## src/rtl/serial_parity_rx_pkg.sv

```systemverilog
`default_nettype none
// ============================================================================
//  Module      : serial_parity_rx_pkg
//  Description : Shared types and constants for the serial parity receiver
//                and its companion transmitter.
//                - rx_state_e  : 2-bit receiver frame state
//                - PARITY_EVEN / PARITY_ODD : parity-sense selectors
//                - cnt_width() : width of the data-bit counter (minimum 1)
//  Revision    : 1.0  initial release
// ============================================================================
package serial_parity_rx_pkg;

    typedef enum logic [1:0] {
        IDLE   = 2'd0,
        DATA   = 2'd1,
        PARITY = 2'd2,
        STOP   = 2'd3
    } rx_state_e;

    localparam bit PARITY_EVEN = 1'b0;
    localparam bit PARITY_ODD  = 1'b1;

    // A single-bit word still needs a 1-bit counter.
    function automatic int cnt_width(input int w);
        return (w > 1) ? $clog2(w) : 1;
    endfunction

endpackage
`default_nettype wire

```

## src/rtl/serial_parity_rx_parity_acc.sv

```systemverilog
`default_nettype none
// ============================================================================
//  Module      : xor2 / parity_acc
//  Description : xor2      - two-input XOR gate.
//                parity_acc - 1-bit running XOR accumulator with synchronous
//                clear and enable.
//  Ports (parity_acc):
//                clk_i   - rising-edge clock
//                reset_i - asynchronous active-high reset
//                clr_i   - clear accumulator (wins over enable)
//                en_i    - fold d_i into the accumulator
//                d_i     - data bit
//                acc_o   - accumulated XOR value
//  Revision    : 1.0  initial release
// ============================================================================
module xor2 (
    input  logic a_i,
    input  logic b_i,
    output logic y_o
);
    assign y_o = a_i ^ b_i;
endmodule

module parity_acc (
    input  logic clk_i,
    input  logic reset_i,
    input  logic clr_i,
    input  logic en_i,
    input  logic d_i,
    output logic acc_o
);
    logic acc_q;
    logic acc_d;

    xor2 u_xor2 (
        .a_i (acc_q),
        .b_i (d_i),
        .y_o (acc_d)
    );

    always_ff @(posedge clk_i or posedge reset_i) begin
        if (reset_i) begin
            acc_q <= 1'b0;
        end else if (clr_i) begin
            acc_q <= 1'b0;
        end else if (en_i) begin
            acc_q <= acc_d;
        end
    end

    assign acc_o = acc_q;
endmodule
`default_nettype wire

```

## src/rtl/serial_parity_rx.sv

```systemverilog
`default_nettype none
// ============================================================================
//  Module      : serial_parity_rx
//  Description : Bit-serial frame receiver: start(0), DATA_W data bits LSB
//                first, parity bit, stop(1). The line is sampled once per
//                bit_en_i strobe. Flags parity and framing errors.
//  Ports:
//                clk_i        - rising-edge clock
//                reset_i      - asynchronous active-high reset
//                bit_en_i     - one-cycle bit-time strobe
//                rx_i         - serial line, idle high
//                data_out_o   - last good word, LSB = first data bit
//                data_valid_o - one-cycle pulse: frame with good stop bit
//                parity_err_o - parity mismatch, qualified by data_valid_o
//                frame_err_o  - one-cycle pulse: stop bit sampled low
//                busy_o       - high while a frame is in progress
//  Revision    : 1.0  initial release
// ============================================================================
module serial_parity_rx
    import serial_parity_rx_pkg::*;
#(
    parameter int DATA_W = 8,
    parameter bit ODD    = PARITY_EVEN
) (
    input  logic              clk_i,
    input  logic              reset_i,
    input  logic              bit_en_i,
    input  logic              rx_i,
    output logic [DATA_W-1:0] data_out_o,
    output logic              data_valid_o,
    output logic              parity_err_o,
    output logic              frame_err_o,
    output logic              busy_o
);
    localparam int               CNT_W    = cnt_width(DATA_W);
    localparam logic [CNT_W-1:0] CNT_LAST = CNT_W'(DATA_W - 1);

    rx_state_e         state_q;
    logic [CNT_W-1:0]  cnt_q;
    logic [DATA_W-1:0] shift_q;
    logic [DATA_W-1:0] shift_d;
    logic [DATA_W-1:0] data_q;
    logic              valid_q;
    logic              perr_q;
    logic              perr_r_q;
    logic              ferr_q;
    logic              busy_q;

    logic              w_acc;
    logic              w_acc_clr;
    logic              w_acc_en;

    // Accumulator restarts on the start bit and folds in every data bit.
    assign w_acc_clr = bit_en_i && (state_q == IDLE) && !rx_i;
    assign w_acc_en  = bit_en_i && (state_q == DATA);

    parity_acc u_parity_acc (
        .clk_i   (clk_i),
        .reset_i (reset_i),
        .clr_i   (w_acc_clr),
        .en_i    (w_acc_en),
        .d_i     (rx_i),
        .acc_o   (w_acc)
    );

    // Right shift with new bit entering at the MSB: after DATA_W samples the
    // first bit received sits in bit 0.
    generate
        if (DATA_W == 1) begin : g_shift_w1
            assign shift_d = rx_i;
        end else begin : g_shift_wn
            assign shift_d = {rx_i, shift_q[DATA_W-1:1]};
        end
    endgenerate

    always_ff @(posedge clk_i or posedge reset_i) begin
        if (reset_i) begin
            state_q  <= IDLE;
            cnt_q    <= '0;
            shift_q  <= '0;
            data_q   <= '0;
            valid_q  <= 1'b0;
            perr_q   <= 1'b0;
            perr_r_q <= 1'b0;
            ferr_q   <= 1'b0;
            busy_q   <= 1'b0;
        end else begin
            // Flags are single-cycle pulses regardless of bit_en.
            valid_q <= 1'b0;
            perr_q  <= 1'b0;
            ferr_q  <= 1'b0;
            if (bit_en_i) begin
                case (state_q)
                    IDLE: begin
                        if (!rx_i) begin
                            state_q <= DATA;
                            cnt_q   <= '0;
                            busy_q  <= 1'b1;
                        end
                    end
                    DATA: begin
                        shift_q <= shift_d;
                        cnt_q   <= cnt_q + CNT_W'(1);
                        if (cnt_q == CNT_LAST) begin
                            state_q <= PARITY;
                        end
                    end
                    PARITY: begin
                        perr_r_q <= w_acc ^ rx_i ^ ODD;
                        state_q  <= STOP;
                    end
                    STOP: begin
                        state_q <= IDLE;
                        busy_q  <= 1'b0;
                        if (rx_i) begin
                            data_q  <= shift_q;
                            valid_q <= 1'b1;
                            perr_q  <= perr_r_q;
                        end else begin
                            ferr_q  <= 1'b1;
                        end
                    end
                    default: begin
                        state_q <= IDLE;
                        busy_q  <= 1'b0;
                    end
                endcase
            end
        end
    end

    assign data_out_o   = data_q;
    assign data_valid_o = valid_q;
    assign parity_err_o = perr_q;
    assign frame_err_o  = ferr_q;
    assign busy_o       = busy_q;
endmodule
`default_nettype wire

```

## config.mk

```make
export PLATFORM = sky130hd
export DESIGN_NAME = serial_parity_rx
export DESIGN_NICKNAME = d
export VERILOG_FILES = /design/src/rtl/serial_parity_rx_pkg.sv /design/src/rtl/serial_parity_rx_parity_acc.sv /design/src/rtl/serial_parity_rx.sv
export SDC_FILE = /design/constraint.sdc
export NUM_CORES = 1
export LEC_CHECK = 0
export ABC_AREA = 0
export CORE_AREA = 2 2 56 79
export CTS_BUF_LIST = sky130_fd_sc_hd__clkbuf_8 sky130_fd_sc_hd__clkbuf_16
export DETAILED_ROUTE_END_ITERATION = 7
export DIE_AREA = 0 0 58 81
export HOLD_SLACK_MARGIN = 0.03
export PLACE_DENSITY = 0.5
export SLEW_MARGIN = 25
export SYNTH_ARGS = -nofsm -noshare
export SYNTH_HDL_FRONTEND = slang
export SYNTH_HIERARCHICAL = 1
export SYNTH_SLANG_ARGS = --single-unit
```

## constraint.sdc

```tcl
create_clock -name clk_i -period 2.2 [get_ports clk_i]
set_input_delay 0.22 -clock clk_i [delete_from_list [all_inputs] [get_ports clk_i]]
set_output_delay 0.22 -clock clk_i [all_outputs]
set_load 0.02 [all_outputs]
```

==> results of run 1 <==
## final timing paths
kind	slack (ns)	depth (start not counted)	to	start
max	0.70	5	cnt_q[0]	state_q[1]
min	0.1	2	u_parity_acc/acc_o	reset_i
max reg2reg	0.70	5	cnt_q[0]	state_q[1]
min reg2reg	0.49	1	parity_err_o	perr_r_q
max in group asynchronous	1.62	3	data_out_o[7]	reset_i
min in group clk_i	0.49	1	parity_err_o	perr_r_q
## report_power, final
group          leakage, nW  internal, mW  switching, mW  total [mW]
Combinational        0.319         0.436          0.368       0.804
Sequential           0.334         0.720          0.140       0.860
Clock               0.0269         0.125          0.143       0.268
## metrics by stage
stage                     area, um2  utilization  std cells
after global placement         1363       0.3353        141
after global routing           1408       0.3464        145
after CTS                      1408       0.3464        145
after detailed placement       1363       0.3353        141
final                          1408       0.3464        145
after floorplan                1164            -         82
## synthesized netlist by cell type (all sizes together)
library cell | number | area (um2)
a21boi | 1 | 18.77
a21oi | 2 | 10.01
a22o | 2 | 17.52
a31oi | 1 | 6.260
and2 | 1 | 6.260
and3b | 2 | 17.52
buf | 2 | 15.01
dfrtp | 27 | 675.7
ha | 6 | 75.07
inv | 8 | 30.03
mux2 | 18 | 206.4
mux2i | 2 | 20.02
nand2 | 1 | 6.260
nand3 | 1 | 10.01
nor2 | 3 | 11.26
o21ai | 2 | 13.76
o22ai | 1 | 6.260
xnor2 | 1 | 8.760
xor2 | 1 | 8.760
## routing by layer
metal  up-vias  GRT usage
li1        312          -
met1       353     0.1098
met2        10     0.1614
met3         2    0.01433
met4         0    0.05581
met5         -          0
## sequential cells by signal (all words and copies together), names as in the netlist
signal and flops:
u_parity_acc/acc_o 1, state_q 2, frame_err_o 1, data_valid_o 1, shift_q 8, busy_o 1, perr_r_q 1, data_out_o 8
parity_err_o 1, cnt_q 3
## cells by family (layout without fill, tap and decap cells)
group                      count (synthesis)  in the layout  share of synthesized area
DFF                                       27             27                     0.5806
buffers and inverters                     10             28                    0.03871
xor gates and xnor gates                   2              2                    0.01506
and+or+nand+nor                            8              8                    0.04410
AOI/OAI and AO/OA                          9              9                    0.06237
muxes                                     20             20                     0.1946
adders and majority gates                  6              6                    0.06451
## area by class of cell
type                            instances  share of cell area
Sequential cell                        27              0.4800
Multi-Input combinational cell         45              0.3147
Timing Repair Buffer                   16              0.1120
Tap cell                               45             0.04000
Clock buffer                            3             0.02933
Inverter                                8             0.02133
Clock inverter                          1            0.002667
## worst reg2reg max path: stages, from the launching register on
cell and delay (ns):
dfrtp_1 0.41, inv_1 0.08, ha_1 0.28, a21boi_4 0.22
o21ai_1 0.13, mux2_2 0.28
==> results.txt, run 1 <==
port bufs - 15
CTS Sinks - 27
Fin. Hold Viols - 0
met3 WL post-DR - 57 um
die area - 0.004698 mm2
post-cts sizing count - 0
Layout Nets - 111
GRT Total Usage - 0.09420
Initial Util - 0.2863
DR WL/cell - 13.14 um
H-tree depth reported by CTS - 1
Slew Limit Fails - 0
hold crit path type - input port to asynchronous set/reset pin
CP max stage delay - 0.41 ns
Syn-to-layout area delta - 20.97%
Die X - 58 um
final setup TNS - 0 ns
clk_skew - 0.007949 ns
CP max-delay cell - dfrtp_1
Leak - 0.6805 nW
register area - 675.6 um2
Worst-Margin Slew - 0.3844 ns
status - finished, final reports clean
clk slew on worst S/H paths - 0.09 ns
Yosys warning count - 6
Seq/Total Area, Yosys - 0.5806
Avg Cell Area, Syn - 14.19 um2
layout cell share with drive strength beyond 1 - 0.2600
startpoint types - register
CTS Buf Count - 3
Met2 Wirelength - 1010 um
CP delay by family, top - flip-flops
initial antenna violation count - 0
crit path max fanout - 5
Yosys reg bits - 27
library cells used by synthesis - 21
n_diodes - 0
worst slack at placement - 0.4856 ns
I/O Pins - 16
drt pass-1 iters - 4
Max-Cap Viols - 0
Final Setup Violations - 0
routed vias/inst - 4.669
synthesized area - 0.001164 mm2
via count - 677
vias in the first global route - 744
GRT overflow - 0
first-pass GRT wire length - 3346 um
Mapped Cells - 82
Max Freq - 666.1 MHz
ANT nets after route - 0
Final Power - 1.932 mW
RSZ-0062 raised after global routing - no
hold_ws - 0.09820 ns
clk_lat worst skew - 0.27 ns
worst path buffer plus inverter count - 1
Data arrival, critical path - 1.66 ns
pin count of the biggest net entering global routing - 27
CP endpoint kind - register
most frequent cells in the layout - dfrtp_1 (27), mux2_2 (17), clkdlybuf4s50_1 (15), inv_1 (9), ha_1 (6)
peak supply drop - 0.0004991 V
clock root buffer - clkbuf_8
Die Ht - 81 um
Synth Net Count - 92
top layer in use - met4
global placement routability congestion - 0.7183
met1 WL - 815 um
final WL - 1906 um
Max clock buf depth - 2
# fillers - 417
core area - 0.004064 mm2
CTS tree - yes
CP Cell Sequence - inv_1, ha_1, a21boi_4, o21ai_1, mux2_2
DRC Markers - 0
commonest non-fill, non-tap cell in the layout - dfrtp_1
DR iter-0 viols - 4
Pwr Density - 1373 mW/mm2
DP HPWL - 1401 um
post-layout worst setup margin - 0.6987 ns
multi-input logic area - 442.9 um2
Tmin final - 1.501 ns
worst rel slew slack - 0.7429
setup bufs post-CTS - 0
Crit path required time - 2.36 ns
hold buffers post-CTS - 0
row cnt - 28
kind of critical path - register to register
fin crit share - 0.6824
(Power assumes the default switching activity.)
==> run 2, diff against run 1 <==
==> constraint.sdc (replaced) <==
create_clock -name clk_i -period 1.5 [get_ports clk_i]
set_input_delay 0.15 -clock clk_i [delete_from_list [all_inputs] [get_ports clk_i]]
set_output_delay 0.15 -clock clk_i [all_outputs]
set_load 0.02 [all_outputs]
==> run 2 against run 1 <==
Wire length decreased by 0.84%. Clock skew decreased by 0.0066 ns. Total power increased by 48%. Sequential power increased by 45%. Flip-flop and latch count unchanged. Sequential share of layout area decreased by 1.8 points. Non-clock buffer count increased by 6. First-iteration DRC count unchanged. Maximum frequency increased by 5.7%. Global-route usage about the same. Final area increased by 3.9%. Critical path type unchanged. Largest cell class unchanged.
==> results.txt, run 2 (synthesis results as in run 1) <==
status - finished, final reports clean
clk slew on worst S/H paths - 0.09 ns (about the same)
H-tree depth reported by CTS - 1 (unchanged)
clk_skew - 0.001391 ns (-0.006558 ns)
met1 WL - 765 um (-6.1%)
final WL - 1890 um (-0.84%)
vias in the first global route - 741 (-0.40%)
startpoint types - register
CP max stage delay - 0.40 ns (about the same)
post-layout worst setup margin - 0.07955 ns (-0.6191 ns)
Die Ht - 81 um (unchanged)
ANT nets after route - 0 (unchanged)
worst path buffer plus inverter count - 1 (unchanged)
Max-Cap Viols - 0 (unchanged)
crit path max fanout - 5 (unchanged)
I/O Pins - 16 (unchanged)
Data arrival, critical path - 1.58 ns (-0.08 ns)
global placement routability congestion - 0.7454 (+3.8%)
Slew Limit Fails - 0 (unchanged)
RSZ-0062 raised after global routing - yes
Crit path required time - 1.66 ns (-0.70 ns)
DRC Markers - 0 (unchanged)
Finished Core Util - 0.3599 (+0.01355)
placed inst area - 0.001400 mm2 (+2.8%)
top layer in use - met4
CP endpoint kind - register
drt pass-1 iters - 2 (-2)
DP HPWL - 1436 um (+2.5%)
Leak - 0.7042 nW (+3.5%)
pin count of the biggest net entering global routing - 27 (unchanged)
worst slack at placement - 0.002661 ns (-0.4829 ns)
CP Cell Sequence - inv_1, ha_2, a21boi_4, o21ai_1, mux2_2
layout cell share with drive strength beyond 1 - 0.3208 (+0.06075)
worst rel slew slack - 0.7796 (+0.03666)
first-pass GRT wire length - 3332 um (-0.42%)
CTS tree - yes
Fin. Hold Viols - 0 (unchanged)
Max Freq - 704.0 MHz (+5.7%)
DR iter-0 viols - 4 (unchanged)
Syn-to-layout area delta - 25.70%
die area - 0.004698 mm2 (unchanged)
row cnt - 28 (unchanged)
port bufs - 15 (unchanged)
clock root buffer - clkbuf_8
Layout Nets - 117 (+5.4%)
DR WL/cell - 12.52 um (-4.8%)
GRT overflow - 0 (unchanged)
kind of critical path - register to register
met3 WL post-DR - 66 um (+16%)
initial antenna violation count - 0 (unchanged)
Final Setup Violations - 0 (unchanged)
via count - 668 (-1.3%)
clk_lat worst skew - 0.27 ns (about the same)
Final Power - 2.855 mW (+48%)
final setup TNS - 0 ns (unchanged)
Pwr Density - 1952 mW/mm2 (+42%)
Met2 Wirelength - 1021 um (+1.1%)
n_diodes - 0 (unchanged)
commonest non-fill, non-tap cell in the layout - dfrtp_1
peak supply drop - 0.0007991 V (+60%)
Final Instance Area - 0.001463 mm2 (+3.9%)
routed vias/inst - 4.424 (-5.3%)
CTS Buf Count - 3 (unchanged)
Die X - 58 um (unchanged)
Initial Util - 0.2863 (unchanged)
fin crit share - 0.9470 (+0.2645)
CP max-delay cell - dfrtp_1
CTS Sinks - 27 (unchanged)
CP delay by family, top - flip-flops
most frequent cells in the layout - dfrtp_1 (27), mux2_2 (17), clkdlybuf4s50_1 (15), inv_1 (8), buf_4 (6)
GRT Total Usage - 0.09410 (about the same)
core area - 0.004064 mm2 (unchanged)
Tmin final - 1.420 ns (-0.08087 ns)
hold crit path type - register to register
Max clock buf depth - 2 (unchanged)
Worst-Margin Slew - 0.3306 ns (-0.05379 ns)
run 2: changes by cell type in the layout (fill, tap and decap cells not counted), sizes merged:
cell,delta
buf,+5
dlygate4sd3,+1
clkinv,+1
inv,-1
run 2: power by group:
| part | switching (mW) | internal (mW) | total (mW) | leakage, nW |
|---|---|---|---|---|
| Combinational | 0.539 | 0.657 | 1.20 | 0.344 |
| Sequential | 0.194 | 1.06 | 1.25 | 0.334 |
| Clock | 0.223 | 0.186 | 0.409 | 0.0255 |
run 2: final cells by class:
type | count | area, um2
tap | 45 | 56.30
clock inverter | 1 | 5.005
inverter | 8 | 30.03
clock buffer | 3 | 41.29
sequential | 27 | 675.6
multi-input combinational | 45 | 449.2
timing repair buffer | 22 | 205.2
fill | 410 | 2601
run 2: final timing paths:
path	startpoint	end	slack (ns)	depth (start not counted)
min	perr_r_q	parity_err_o	0.49	1
min in group asynchronous	reset_i	u_parity_acc/acc_o	0.59	3
min reg2reg	perr_r_q	parity_err_o	0.49	1
max	state_q[1]	cnt_q[0]	0.08	5
max in group asynchronous	reset_i	cnt_q[0]	0.44	4
max reg2reg	state_q[1]	cnt_q[0]	0.08	5
run 2: repair_timing:
item / in CTS / in global routing
endpoints found under the setup margin: 0 / 4
endpoints found under the hold margin: 1 / 0
gates resized for setup: 0 / 2
hold buffers: 1 / 0
setup buffers: 0 / 0
run 2: through the flow:
stage	hold slack, ns	instances
floorplan	-0.1213	82
global placement	0.3152	146
detailed placement	0.3252	146
CTS	0.4977	151
global route	0.5204	151
finish	0.4946	151
run 2: metal layers:
layer  up-vias  track usage
met4         0      0.06279
met1       326       0.1054
li1        328            -
met5         -            0
met3         4      0.01752
met2        10       0.1602
==> run 3, diff against run 2 <==
--- a/config.mk
+++ b/config.mk
@@ -5,9 +5,9 @@
 export SDC_FILE = /design/constraint.sdc
 export NUM_CORES = 1
 export LEC_CHECK = 0
-export ABC_AREA = 0
 export CORE_AREA = 2 2 56 79
 export CTS_BUF_LIST = sky130_fd_sc_hd__clkbuf_8 sky130_fd_sc_hd__clkbuf_16
+export CTS_CLUSTER_DIAMETER = 40
 export DETAILED_ROUTE_END_ITERATION = 7
 export DIE_AREA = 0 0 58 81
 export HOLD_SLACK_MARGIN = 0.03
==> results of run 3 <==
Same layout as run 2: the final DEF is identical, and so are final timing and power.
